`config.mk`:
```
export PLATFORM = sky130hd
export DESIGN_NAME = btn_conditioner
export DESIGN_NICKNAME = d
export VERILOG_FILES = /design/src/rtl/btn_pkg.sv /design/src/rtl/btn_channel.sv /design/src/rtl/btn_conditioner.sv
export SDC_FILE = /design/constraint.sdc
export NUM_CORES = 1
export LEC_CHECK = 0
export BUFFER_PORTS_ARGS = -buffer_cell sky130_fd_sc_hd__buf_4
export CORE_MARGIN = 3
export CORE_UTILIZATION = 60
export CTS_CLUSTER_DIAMETER = 150
export DETAILED_ROUTE_END_ITERATION = 8
export GPL_ROUTABILITY_DRIVEN = 0
export PLACE_DENSITY = 0.86
export SKIP_CTS_REPAIR_TIMING = 1
export SLEW_MARGIN = 20
export SYNTH_ARGS = -nofsm -noshare
export SYNTH_HDL_FRONTEND = slang
export SYNTH_SLANG_ARGS = --single-unit
export TNS_END_PERCENT = 30
```
`constraint.sdc`:
```
create_clock -name Clk -period 4.35 [get_ports Clk]
set_clock_uncertainty 0.15 [all_clocks]
set_input_delay 0.2175 -clock Clk [delete_from_list [all_inputs] [get_ports Clk]]
set_output_delay 0.2175 -clock Clk [all_outputs]
set_load 0.1 [all_outputs]
```
`src/rtl/btn_pkg.sv`:
```
// Shared types and sizing helper for the push-button conditioner.
package btn_pkg;

    typedef enum logic [1:0] {
        RELEASED,
        PRESS_DEB,
        PRESSED,
        RELEASE_DEB
    } btn_state_t;

    // Counter width large enough to hold the largest configured cycle count.
    function automatic int cnt_width(input int a, input int b, input int c);
        int m;
        m = a;
        if (b > m) m = b;
        if (c > m) m = c;
        return $clog2(m + 1);
    endfunction

endpackage

```
`src/rtl/btn_channel.sv`:
```
// One button channel: 2-FF synchronizer, debounce FSM and registered pulses.
// Optional hold-to-repeat behaviour is enabled by defining BTN_AUTOREPEAT_EN.
module btn_channel
    import btn_pkg::*;
#(
    parameter int DEBOUNCE_CYCLES = 500000,
    parameter int REPEAT_DELAY    = 25000000,
    parameter int REPEAT_RATE     = 5000000
) (
    input  logic Clk,
    input  logic Reset,
    input  logic key_n,
    output logic key_clean_n,
    output logic press_pulse,
    output logic release_pulse
);

    localparam int CNT_W = cnt_width(DEBOUNCE_CYCLES, REPEAT_DELAY, REPEAT_RATE);
    localparam logic [CNT_W-1:0] DEB_LAST = CNT_W'(DEBOUNCE_CYCLES - 1);

    logic             sync1_reg;
    logic             sync2_reg;
    btn_state_t       state_reg;
    logic [CNT_W-1:0] cnt_reg;
    logic [CNT_W-1:0] cnt_inc;
    logic             repeat_hit;

    // Saturating increment; the comparison happens on the incremented value so
    // the accepted change lands DEBOUNCE_CYCLES+2 edges after the raw edge.
    assign cnt_inc = (&cnt_reg) ? cnt_reg : cnt_reg + CNT_W'(1);

`ifdef BTN_AUTOREPEAT_EN
    logic [CNT_W-1:0] hold_reg;
    logic [CNT_W-1:0] hold_inc;
    logic             rep_phase_reg;

    assign hold_inc   = (&hold_reg) ? hold_reg : hold_reg + CNT_W'(1);
    assign repeat_hit = rep_phase_reg ? (hold_inc == CNT_W'(REPEAT_RATE))
                                      : (hold_inc == CNT_W'(REPEAT_DELAY));

    // Hold counter only runs while the key sits steadily in PRESSED.
    always_ff @(posedge Clk or negedge Reset) begin
        if (!Reset) begin
            hold_reg      <= '0;
            rep_phase_reg <= 1'b0;
        end else if (state_reg == PRESSED && !sync2_reg) begin
            if (repeat_hit) begin
                hold_reg      <= '0;
                rep_phase_reg <= 1'b1;
            end else begin
                hold_reg <= hold_inc;
            end
        end else begin
            hold_reg      <= '0;
            rep_phase_reg <= 1'b0;
        end
    end
`else
    assign repeat_hit = 1'b0;
`endif

    always_ff @(posedge Clk or negedge Reset) begin
        if (!Reset) begin
            sync1_reg     <= 1'b1;
            sync2_reg     <= 1'b1;
            state_reg     <= RELEASED;
            cnt_reg       <= '0;
            key_clean_n   <= 1'b1;
            press_pulse   <= 1'b0;
            release_pulse <= 1'b0;
        end else begin
            sync1_reg     <= key_n;
            sync2_reg     <= sync1_reg;
            press_pulse   <= 1'b0;
            release_pulse <= 1'b0;
            case (state_reg)
                RELEASED: begin
                    if (!sync2_reg) begin
                        state_reg <= PRESS_DEB;
                        cnt_reg   <= '0;
                    end
                end
                PRESS_DEB: begin
                    if (sync2_reg) begin
                        state_reg <= RELEASED;
                    end else if (cnt_inc == DEB_LAST) begin
                        state_reg   <= PRESSED;
                        key_clean_n <= 1'b0;
                        press_pulse <= 1'b1;
                    end else begin
                        cnt_reg <= cnt_inc;
                    end
                end
                PRESSED: begin
                    if (sync2_reg) begin
                        state_reg <= RELEASE_DEB;
                        cnt_reg   <= '0;
                    end else if (repeat_hit) begin
                        press_pulse <= 1'b1;
                    end
                end
                RELEASE_DEB: begin
                    if (!sync2_reg) begin
                        state_reg <= PRESSED;
                    end else if (cnt_inc == DEB_LAST) begin
                        state_reg     <= RELEASED;
                        key_clean_n   <= 1'b1;
                        release_pulse <= 1'b1;
                    end else begin
                        cnt_reg <= cnt_inc;
                    end
                end
                default: state_reg <= RELEASED;
            endcase
        end
    end

endmodule

```
`src/rtl/btn_conditioner.sv`:
```
// Conditions N_KEYS raw active-low buttons into clean levels and press/release pulses.
// Define BTN_AUTOREPEAT_EN to get auto-repeat press pulses while a key is held.
module btn_conditioner
    import btn_pkg::*;
#(
    parameter int N_KEYS          = 2,
    parameter int DEBOUNCE_CYCLES = 500000,
    parameter int REPEAT_DELAY    = 25000000,
    parameter int REPEAT_RATE     = 5000000
) (
    input  logic              Clk,
    input  logic              Reset,
    input  logic [N_KEYS-1:0] key_n,
    output logic [N_KEYS-1:0] key_clean_n,
    output logic [N_KEYS-1:0] press_pulse,
    output logic [N_KEYS-1:0] release_pulse
);

    generate
        for (genvar gi = 0; gi < N_KEYS; gi++) begin : g_ch
            btn_channel #(
                .DEBOUNCE_CYCLES(DEBOUNCE_CYCLES),
                .REPEAT_DELAY   (REPEAT_DELAY),
                .REPEAT_RATE    (REPEAT_RATE)
            ) u_ch (
                .Clk          (Clk),
                .Reset        (Reset),
                .key_n        (key_n[gi]),
                .key_clean_n  (key_clean_n[gi]),
                .press_pulse  (press_pulse[gi]),
                .release_pulse(release_pulse[gi])
            );
        end
    endgenerate

endmodule

```
-- Word level (Yosys, flattened, before mapping)
Index checks and enable logic that the tools add are counted.
- flip-flop bits (word level): 64
- logic and storage cells: 100
- reductions and logical operators: 12
- multiplexer cells: 48
- eq/ne operators: 24
- $add $sub $neg: 2
- operators by type and width (cell ; count):
    25-bit two-way mux ; 12
    25-bit case mux with 4 select lines ; 2
    25-bit by 1-bit adder with 25-bit output, second input constant ; 2
    25-bit by 19-bit equality test with 1-bit output, second input constant ; 2
    25-bit AND reduction ; 2
    2-bit two-way mux ; 12
    1-bit two-way mux ; 18
    2-bit by 1-bit inequality test with 1-bit output, second input constant ; 8
    2-bit case mux with 4 select lines ; 2
    4-bit AND reduction ; 4
    5-bit AND reduction ; 2
    2-bit equality test, second input constant ; 4
    2-bit inequality test, second input constant ; 4
    3-bit by 1-bit inequality test with 1-bit output, second input constant ; 2
    3-bit inequality test, second input constant ; 2
    2-bit by 1-bit equality test with 1-bit output, second input constant ; 2
    2-bit zero test ; 2
    1-bit case mux with 2 select lines ; 2
    2-bit nonzero test ; 2

-- Depth between registers and ports, before layout
Gate-level depths: netlist of the first run.
- word-level depth: 6
- depth in mapped cells: 12
- mapped depth without buffers: 9

-- By module
A second synthesis of the first run with hierarchy kept.
- cells, all modules: 526
- area, all modules: 4707.0 um^2
- modules (own cells, without submodules) (module ; sequential area each (um^2) ; instances ; cells an instance ; area an instance (um^2)):
    btn_channel at g_ch[1].u_ch ; 804.5 ; 1 ; 274 ; 2371.0
    btn_channel at g_ch[0].u_ch ; 804.5 ; 1 ; 252 ; 2336.0

-- Worst setup path after synthesis of the first run
Ideal clock, no wire load.
- kind: register to register
- from: register g_ch[0].u_ch.cnt_reg[1]
- to: register g_ch[0].u_ch.cnt_reg[12]
- slack: 1194 ps
- arrival time: 2882 ps
- path buffers: 2
- clock period less this slack: 3156 ps
- library setup time: 123 ps
- stages on the path, launching flop included: 12
- path through: dfrtp_1 > ha_1 > nand3_2 > or4_4 > o21ai_2 > o22ai_1 > or4_1 > o31a_1 > buf_2 > buf_6 > a21oi_1 > a21oi_1
- word-level cells in the longest chain between the ends: 6
- elaborated cells between the ends (all ways): 8
- ends and longest elaborated chain (what ; RTL line ; RTL):
    start: declaration ; btn_channel.sv:24 ; logic [CNT_W-1:0] cnt_reg;
    start signal: assignment ; btn_channel.sv:91 ; cnt_reg <= cnt_inc;
    start signal: assignment ; btn_channel.sv:110 ; cnt_reg <= cnt_inc;
    25-bit by 1-bit adder with 25-bit output or 25-bit AND reduction (tied branches) ; btn_channel.sv:30 ; assign cnt_inc = (&cnt_reg) ? cnt_reg : cnt_reg + CNT_W'(1);
    25-bit two-way mux (*) ; btn_channel.sv:30 ;
    25-bit by 19-bit equality test with 1-bit output ; btn_channel.sv:86, btn_channel.sv:105 ;
    25-bit two-way mux (*) ; btn_channel.sv:86, btn_channel.sv:105 ;
    25-bit two-way mux (on tied branches) ; btn_channel.sv:103, btn_channel.sv:84 ;
    25-bit case mux with 4 select lines (*) ; btn_channel.sv:76 ; case (state_reg)
Every way passes the cells marked *; elsewhere a longest branch is shown, timed or not. The select of a mux whose other input is x is not followed.
A chain may end at the register's enable or synchronous reset.

-- Final worst setup path of the first run
- from: register g_ch[1].u_ch.cnt_reg[0]
- to: register g_ch[1].u_ch.cnt_reg[0]
- word-level cells in the longest chain between the ends: 6
- elaborated cells between the ends (all ways): 8
- ends and longest elaborated chain (what ; RTL line):
    start: declaration ; btn_channel.sv:24
    start signal: assignment ; btn_channel.sv:91
    start signal: assignment ; btn_channel.sv:110
    25-bit by 1-bit adder with 25-bit output or 25-bit AND reduction (tied branches) ; btn_channel.sv:30
    25-bit two-way mux ; btn_channel.sv:30
    25-bit by 19-bit equality test with 1-bit output ; btn_channel.sv:86, btn_channel.sv:105
    25-bit two-way mux (*) ; btn_channel.sv:86, btn_channel.sv:105
    25-bit two-way mux (on tied branches) ; btn_channel.sv:103, btn_channel.sv:84
    25-bit case mux with 4 select lines (*) ; btn_channel.sv:76
Marked as above.

==> results of run 1 <==
where the power goes:
part	switching, W	internal [W]
sequential	0.0000250	0.000608
combinational	0.0000597	0.0000279
clock	0.000234	0.000295
total	0.000318	0.000931
through the flow:
stage	area, µm²	instances	setup slack (ns)
floorplan	4490	543	1.19
global placement	4490	607	0.550
detailed placement	4490	607	0.416
CTS	4690	623	0.399
global route	4720	626	0.163
finish	4720	626	0.341
final cells by class:
cell class              count  area share [%]
repair buffers             24            3.98
well taps                  96            2.55
multi-input cells         413            54.1
flip-flops and latches     64            34.1
clock inverters             3           0.848
inverters                  13            1.03
clock buffers              13            3.37
cell usage in the layout (no fill, tap or decap), drive strengths merged, types with 7 or more instances in the layout:
master / synthesis / layout
a21oi: 44 / 44
a22o: 11 / 11
a31oi: 12 / 12
and3: 8 / 8
and4: 7 / 7
buf: 30 / 21
clkbuf: 23 / 13
dfrtp: 58 / 58
inv: 13 / 13
nand2: 61 / 61
nand3: 42 / 42
nand4: 23 / 23
nor2: 26 / 26
nor3: 17 / 17
nor4: 19 / 19
o211ai: 11 / 11
o21ai: 30 / 30
o31ai: 8 / 8
or4: 8 / 8
or4b: 8 / 8
xnor2: 10 / 10
worst max-delay path by stage:
| stage | start | to | slack [ns] | cells past startpoint |
|---|---|---|---|---|
| finish | g_ch[1].u_ch.cnt_reg[0] | g_ch[1].u_ch.cnt_reg[0] | 0.34 | 10 |
| global route | g_ch[1].u_ch.cnt_reg[0] | g_ch[1].u_ch.cnt_reg[0] | 0.16 | 10 |
| CTS | g_ch[0].u_ch.cnt_reg[0] | g_ch[0].u_ch.cnt_reg[15] | 0.40 | 9 |
| detailed placement | g_ch[0].u_ch.cnt_reg[0] | g_ch[0].u_ch.cnt_reg[15] | 0.42 | 9 |
| global placement | g_ch[1].u_ch.cnt_reg[0] | g_ch[1].u_ch.cnt_reg[1] | 0.55 | 10 |
| floorplan | g_ch[0].u_ch.cnt_reg[1] | g_ch[0].u_ch.cnt_reg[12] | 1.19 | 11 |
kinds of logic after synthesis:
| family | count (synthesis) | synth area share [%] |
|---|---|---|
| xor+xnor | 16 | 3.12 |
| mux | 3 | 0.697 |
| compound gates | 148 | 21.9 |
| buf+inv | 66 | 7.44 |
| simple gates | 244 | 30.5 |
| flops | 64 | 35.9 |
| fa+ha+maj | 2 | 0.557 |
metal layers:
layer / vias to the layer above / global-route usage, %
met4: 0 / 10.4
met2: 279 / 41.0
met3: 37 / 7.80
li1: 2006 / -
met5: - / 0
met1: 2056 / 42.0
critical path: cells and delay by family (launching register included):
family,cells,cell delay [ns]
fa+ha+maj,1,0.29
mux,1,0.25
simple gates,2,1.08
buf+inv,1,0.34
flops,1,0.50
compound gates,5,1.27
==> run summary, run 1 <==
GRT
----------------------------------------------------------------------------------------
Global-route total usage across every layer                                        28.9%
Sum of overflow across all layers after global routing                                 0
Via count of the first global-routing pass                                          4006
Number of antenna violations at the first check in global routing                      0
Global-route wire length before repair                                          19900 µm
Pin count of the biggest net entering global routing                                  65

POWER AND IR DROP
----------------------------------------------------------------------------------------
Power after layout                                                             0.00125 W
Leakage power of the design                                                      1.79 nW
Power per cell area                                                           265 nW/µm²
Maximum vdd drop                                                                0.237 mV

FINISH
----------------------------------------------------------------------------------------
Fill cell total of the finished layout                                               587
Max reg flops                                                                         50
Final layout net count                                                               531
Diodes inserted                                                                        0
Register area                                                                   1610 µm²
Layout-stage area growth over the synthesis result                                 5.16%
Area of the multi-input gates                                                   2550 µm²
Layout cells sized above 1                                                         11.7%
Post-layout utilization of the core                                                67.2%

FLOORPLAN
----------------------------------------------------------------------------------------
Die width                                                                        92.5 µm
I/O pin count                                                                         10
Die Height                                                                       92.5 µm
Starting utilization of the core area                                              63.9%
Core Area                                                                       7020 µm²
Area enclosed by the die boundary                                               8550 µm²
Number of core rows                                                                   30

TIMING
----------------------------------------------------------------------------------------
Max-slew violation total from the final report                                         0
Sum of negative setup slack                                                         0 ns
Max-slew headroom                                                                  37.9%
Portion of the clock cycle consumed by the worst path in the final layout          92.2%
Number of setup violations in the final report                                         0
Unrepaired setup endpoints after global routing                                       no
Worst Tran Pin Value                                                            0.928 ns
Hold Fails Final Rpt                                                                   0
Time the final worst path needs with I/O delays and setup                        4.01 ns
Worst-case hold slack                                                           0.208 ns
Fmax achieved                                                                    249 MHz

ROUTE
----------------------------------------------------------------------------------------
Detailed Routing Iterations Pass 1                                                     5
Met2 wirelength from detailed routing                                            4940 µm
Highest routed metal layer                                                          met4
Count of vias placed by the detailed router                                         4378
Total Wirelength                                                                11700 µm
Detailed-route DRC error count                                                         0
Metal3 WL                                                                        1440 µm
Routed WL per cell                                                               18.7 µm
ANT nets after route                                                                   0
Vias per Instance                                                                   6.99
Wire length on met1                                                              5090 µm
DRC violation total after the first TritonRoute iteration                            561

SYNTHESIS
----------------------------------------------------------------------------------------
Commonest register cell after synthesis                                     sky130_fd_sc_hd__dfrtp_1
Synthesized flop and latch total                                                      64
Post-Syn Instances                                                                   543
Synth top area cells                                                        sky130_fd_sc_hd__dfrtp_1 32%, sky130_fd_sc_hd__nand2_1 5.1%, sky130_fd_sc_hd__a21oi_1 4.9%
Number of library cell types mapped by synthesis                                      67
Cell area after technology mapping                                              4490 µm²
Leading area contributor after synthesis                                    sky130_fd_sc_hd__dfrtp_1
Dominant cell by count in the synthesized netlist                           sky130_fd_sc_hd__nand2_1
Share of synthesized area occupied by flip-flops and latches                       35.9%
Number of enable-type register cells in the synthesized netlist                        0
Number of nets produced by synthesis                                                 549
Cell types with the highest counts after synthesis                          61 x sky130_fd_sc_hd__nand2_1, 58 x sky130_fd_sc_hd__dfrtp_1, 44 x sky130_fd_sc_hd__a21oi_1, 41 x sky130_fd_sc_hd__nand3_1, 28 x sky130_fd_sc_hd__o21ai_0
Post-synthesis area per instance                                                8.27 µm²
Share of synthesized flip-flops with an asynchronous set or reset                   100%
Fraction of synthesized cell area taken by the top area cell type                  32.3%
Total of warnings raised by yosys                                                      0

WORST HOLD PATH
----------------------------------------------------------------------------------------
Sink of the worst hold path                                                 g_ch[0].u_ch.sync2_reg
Count of cells along the worst hold path                                               0
Path class of the lowest-slack min-delay path                               register to register
Hold wc startpoint                                                          g_ch[0].u_ch.sync1_reg

CLOCKING
----------------------------------------------------------------------------------------
Number of clock sinks                                                                 64
Worst-case clock buffer depth                                                          2
Clk Latency, worst-skew pair                                                     0.36 ns
Clock Tree Root                                                             sky130_fd_sc_hd__clkbuf_8
CTS HTree Levels                                                                       3
Clock slew seen by the registers of the worst setup and hold paths               0.07 ns
Number of buffers created by CTS                                                       9
CTS tree                                                                             yes

WORST SETUP PATH
----------------------------------------------------------------------------------------
Max Fanout on Critical Path                                                           20
Worst EP arrival                                                                 4.11 ns
Worst setup SP type                                                             register
Type of destination of the critical path                                        register
Worst reg2reg path endpoint                                                 g_ch[1].u_ch.cnt_reg[0]
Setup slack of the worst register-to-register path                               0.34 ns
Chain of cells forming the critical path                                    ha_1 -> nand4_1 -> or4_1 -> o2111ai_1 -> mux2i_1 -> o211ai_1 -> o31ai_4 -> buf_4 -> o31ai_1 -> a22o_1
Required arrival time at the worst endpoint                                      4.45 ns
Path type of the worst setup path                                           register to register
RR Startpoint                                                               g_ch[1].u_ch.cnt_reg[0]
Worst reg2reg path depth                                                              10
Slowest Stage Delay on Critical Path                                             0.80 ns
Slowest cell on the critical path                                           sky130_fd_sc_hd__or4_1

PLACED DESIGN
----------------------------------------------------------------------------------------
Count of buffers from port buffering                                                   9
Hpwl dp                                                                          8010 µm

STATUS
----------------------------------------------------------------------------------------
Result of the run                                                           finished clean

JOB
----------------------------------------------------------------------------------------
Max-cap violation count                                                                0

No activity file was read; power rests on OpenSTA's default activity.
==> inputs of run 2 (changes only) <==
--- a/config.mk
+++ b/config.mk
@@ -5,12 +5,13 @@
 export SDC_FILE = /design/constraint.sdc
 export NUM_CORES = 1
 export LEC_CHECK = 0
+export ABC_AREA = 1
 export BUFFER_PORTS_ARGS = -buffer_cell sky130_fd_sc_hd__buf_4
+export CORE_ASPECT_RATIO = 2
 export CORE_MARGIN = 3
 export CORE_UTILIZATION = 60
 export CTS_CLUSTER_DIAMETER = 150
 export DETAILED_ROUTE_END_ITERATION = 8
-export GPL_ROUTABILITY_DRIVEN = 0
 export PLACE_DENSITY = 0.86
 export SKIP_CTS_REPAIR_TIMING = 1
 export SLEW_MARGIN = 20
==> run 2 against run 1 <==
First-iteration DRC count fell by 19%. Sequential share of layout area down 2.8 points. Die area rose by 6.6%. Combinational power shrank 11%. Synthesized cell count up 35%. Sequential power decreased by 2%. Count of clock-buffer cells in the layout shrank 4. Critical path type unchanged. Critical endpoint is now g_ch[1].u_ch.cnt_reg[10]. Largest power group is now the clock network.
==> run summary, run 2 <==
TIMING
----------------------------------------------------------------------------------------
Worst Tran Pin Value                                                             1.01 ns
Sum of negative setup slack                                                         0 ns
Fmax achieved                                                                    303 MHz
Portion of the clock cycle consumed by the worst path in the final layout          75.8%
Max-slew violation total from the final report                                         0
Slack of the critical path                                                       1.05 ns
Time the final worst path needs with I/O delays and setup                        3.30 ns
Unrepaired setup endpoints after global routing                                       no
Max-slew headroom                                                                  32.5%
Number of setup violations in the final report                                         0
Hold Fails Final Rpt                                                                   0

PLACED DESIGN
----------------------------------------------------------------------------------------
DP Worst Slack                                                                   1.11 ns
Gpl congestion                                                                      1.05
Count of buffers from port buffering                                                   9
Total instance count after detailed placement                                        810
Total cell area at the placement stage                                          4790 µm²
Hpwl dp                                                                          9770 µm

SYNTHESIS
----------------------------------------------------------------------------------------
Commonest register cell after synthesis                                     sky130_fd_sc_hd__dfrtp_1
Cell area after technology mapping                                              4770 µm²
Number of nets produced by synthesis                                                 740
Number of enable-type register cells in the synthesized netlist                        0
Post-Syn Instances                                                                   734
Dominant cell by count in the synthesized netlist                           sky130_fd_sc_hd__nand2_1
Share of synthesized area occupied by flip-flops and latches                       33.8%
Share of synthesized flip-flops with an asynchronous set or reset                   100%
Number of library cell types mapped by synthesis                                      33
Leading area contributor after synthesis                                    sky130_fd_sc_hd__dfrtp_1
Total of warnings raised by yosys                                                      0
Synthesized flop and latch total                                                      64
Post-synthesis area per instance                                                6.49 µm²
Cell types with the highest counts after synthesis                          264 x sky130_fd_sc_hd__nand2_1, 87 x sky130_fd_sc_hd__nor2_1, 84 x sky130_fd_sc_hd__nand3_1, 76 x sky130_fd_sc_hd__inv_1, 58 x sky130_fd_sc_hd__dfrtp_1
Fraction of synthesized cell area taken by the top area cell type                  30.4%
Synth top area cells                                                        sky130_fd_sc_hd__dfrtp_1 30%, sky130_fd_sc_hd__nand2_1 21%, sky130_fd_sc_hd__nand3_1 8.8%

POWER AND IR DROP
----------------------------------------------------------------------------------------
Power per cell area                                                           292 nW/µm²
Switching share of total power                                                     24.3%
Relative contribution of combinational cells to total power                         5.2%
Power after layout                                                             0.00150 W
Maximum vdd drop                                                                0.304 mV
Internal cell power                                                            0.00114 W
Leakage power of the design                                                      2.68 nW
Share of power burned in registers                                                 41.4%
Share of power burned in the clock network                                         53.4%
Total net switching power                                                     0.000364 W

FLOORPLAN
----------------------------------------------------------------------------------------
Core Area                                                                       7660 µm²
Number of core rows                                                                   45
I/O pin count                                                                         10
Die width                                                                        69.0 µm
Die Height                                                                        132 µm
Area enclosed by the die boundary                                               9120 µm²
Starting utilization of the core area                                              62.3%

WORST SETUP PATH
----------------------------------------------------------------------------------------
Worst reg2reg path depth                                                              15
Path type of the worst setup path                                           register to register
Type of destination of the critical path                                        register
Worst setup SP type                                                             register
Setup slack of the worst register-to-register path                               1.05 ns
Max Fanout on Critical Path                                                           37
Required arrival time at the worst endpoint                                      4.47 ns
RR Startpoint                                                               g_ch[1].u_ch.cnt_reg[0]
Worst reg2reg path endpoint                                                 g_ch[1].u_ch.cnt_reg[10]
Worst EP arrival                                                                 3.42 ns

FINISH
----------------------------------------------------------------------------------------
Most frequent standard cell in the layout excluding fill and tap cells      sky130_fd_sc_hd__nand2_1
Area of the multi-input gates                                                   2700 µm²
Fill cell total of the finished layout                                               718
Layout Cells excl Fill                                                               829
Max reg flops                                                                         50
Commonest non-fill, non-tap cells in the layout                             264 x sky130_fd_sc_hd__nand2_1, 87 x sky130_fd_sc_hd__nor2_1, 84 x sky130_fd_sc_hd__nand3_1, 76 x sky130_fd_sc_hd__inv_1, 58 x sky130_fd_sc_hd__dfrtp_1
Register area                                                                   1610 µm²
Final layout net count                                                               736
Layout cells sized above 1                                                         9.39%
Diodes inserted                                                                        0
Layout-stage area growth over the synthesis result                                 7.85%
Post-route cell area                                                            5140 µm²

GRT
----------------------------------------------------------------------------------------
Sum of overflow across all layers after global routing                                 0
Number of antenna violations at the first check in global routing                      0
Via count of the first global-routing pass                                          4847
Global-route total usage across every layer                                        31.4%
Pin count of the biggest net entering global routing                                  65
Global-route wire length before repair                                          22800 µm

WORST HOLD PATH
----------------------------------------------------------------------------------------
Sink of the worst hold path                                                 g_ch[0].u_ch.sync2_reg
Hold wc startpoint                                                          g_ch[0].u_ch.sync1_reg
Count of cells along the worst hold path                                               0
Path class of the lowest-slack min-delay path                               register to register

ROUTE
----------------------------------------------------------------------------------------
Routed WL per cell                                                               16.5 µm
DRC violation total after the first TritonRoute iteration                            452
Vias per Instance                                                                   5.79
Count of vias placed by the detailed router                                         4799
Total Wirelength                                                                13700 µm
ANT nets after route                                                                   0
Detailed-route DRC error count                                                         0
Detailed Routing Iterations Pass 1                                                     5

CLOCKING
----------------------------------------------------------------------------------------
Worst-case clock buffer depth                                                          2
CTS tree                                                                             yes
Number of clock sinks                                                                 64
CTS HTree Levels                                                                       3
Clk Latency, worst-skew pair                                                     0.34 ns
Clock Tree Root                                                             sky130_fd_sc_hd__clkbuf_16
Clock slew seen by the registers of the worst setup and hold paths               0.06 ns
Number of buffers created by CTS                                                       9

STATUS
----------------------------------------------------------------------------------------
Result of the run                                                           finished clean

JOB
----------------------------------------------------------------------------------------
Max-cap violation count                                                                0

==> run 2: changes by cell type in the layout (fill, tap and decap cells not counted), sizes merged, moves of 10 or more <==
cell    before  now
a22o        11    0
nand2       61  275
nor2        26  105
a21oi       44   20
o21ai       30   11
nand3b       0   15
nand3       42   86
o211ai      11    0
buf         21   10
nor4        19    0
inv         13   79
nor3        17    7
==> run 2: power groups by stage <==
| stage | combinational (W) | sequential (W) | clock [W] |
|---|---|---|---|
| after floorplan | 0.0000545 | 0.000624 | 0 |
| after global placement | 0.0000740 | 0.000631 | 0 |
| after detailed placement | 0.0000751 | 0.000631 | 0 |
| after CTS | 0.0000759 | 0.000621 | 0.000803 |
| after global routing | 0.0000892 | 0.000622 | 0.000833 |
| final | 0.0000784 | 0.000621 | 0.000801 |
==> run 2: worst max-delay path by stage <==
stage	endpoint	cells past startpoint	from	slack, ns
floorplan	g_ch[1].u_ch.cnt_reg[1]	16	g_ch[1].u_ch.cnt_reg[1]	1.98
global placement	g_ch[0].u_ch.cnt_reg[20]	15	g_ch[0].u_ch.cnt_reg[0]	1.21
detailed placement	g_ch[1].u_ch.cnt_reg[16]	15	g_ch[1].u_ch.cnt_reg[0]	1.11
CTS	g_ch[1].u_ch.cnt_reg[16]	15	g_ch[1].u_ch.cnt_reg[0]	1.09
global route	g_ch[1].u_ch.cnt_reg[18]	15	g_ch[1].u_ch.cnt_reg[0]	0.76
finish	g_ch[1].u_ch.cnt_reg[10]	15	g_ch[1].u_ch.cnt_reg[0]	1.05
==> run 2: stage by stage <==
step / util, % / hold WS, ns
finish: 67.1 / 0.205
global route: 67.1 / 0.206
CTS: 66.7 / -0.164
detailed placement: 62.5 / 0.177
global placement: 62.5 / 0.176
floorplan: - / -0.228
==> run 2: critical path, stage by stage (launching register included) <==
cell,delay [ns]
sky130_fd_sc_hd__dfrtp_1,0.50
sky130_fd_sc_hd__ha_1,0.35
sky130_fd_sc_hd__inv_1,0.11
sky130_fd_sc_hd__nor2_4,0.16
sky130_fd_sc_hd__nand2_2,0.12
sky130_fd_sc_hd__nor2_4,0.16
sky130_fd_sc_hd__nand2_4,0.24
sky130_fd_sc_hd__nand2_1,0.17
sky130_fd_sc_hd__nand4_1,0.14
sky130_fd_sc_hd__nor2_2,0.15
sky130_fd_sc_hd__nand2_2,0.09
sky130_fd_sc_hd__nor2_4,0.15
sky130_fd_sc_hd__nand2_4,0.22
sky130_fd_sc_hd__nand2_4,0.35
sky130_fd_sc_hd__nand2_1,0.11
sky130_fd_sc_hd__nand2_1,0.08
==> run 2: layout make-up <==
| cell class | instances | area share, % |
|---|---|---|
| clock buffer | 9 | 4.38 |
| clock inverter | 7 | 1.95 |
| inverter | 77 | 5.62 |
| multi-input combinational | 565 | 52.4 |
| sequential | 64 | 31.3 |
| tap | 94 | 2.29 |
| timing repair buffer | 13 | 2.04 |
==> run 2: cells by family after synthesis <==
group,count (synthesis),synth area share (%)
compound gates,35,3.88
fa+ha+maj,2,0.525
simple gates,509,48.5
xor+xnor,19,3.49
buf+inv,105,9.87
flops,64,33.8
==> run 2: per-layer routing <==
metal / GRT usage [%] / routed length, µm
met1: 30.5 / 4470
met2: 57.5 / 7530
met3: 3.97 / 504
met4: 25.2 / 1160
met5: 0 / 0
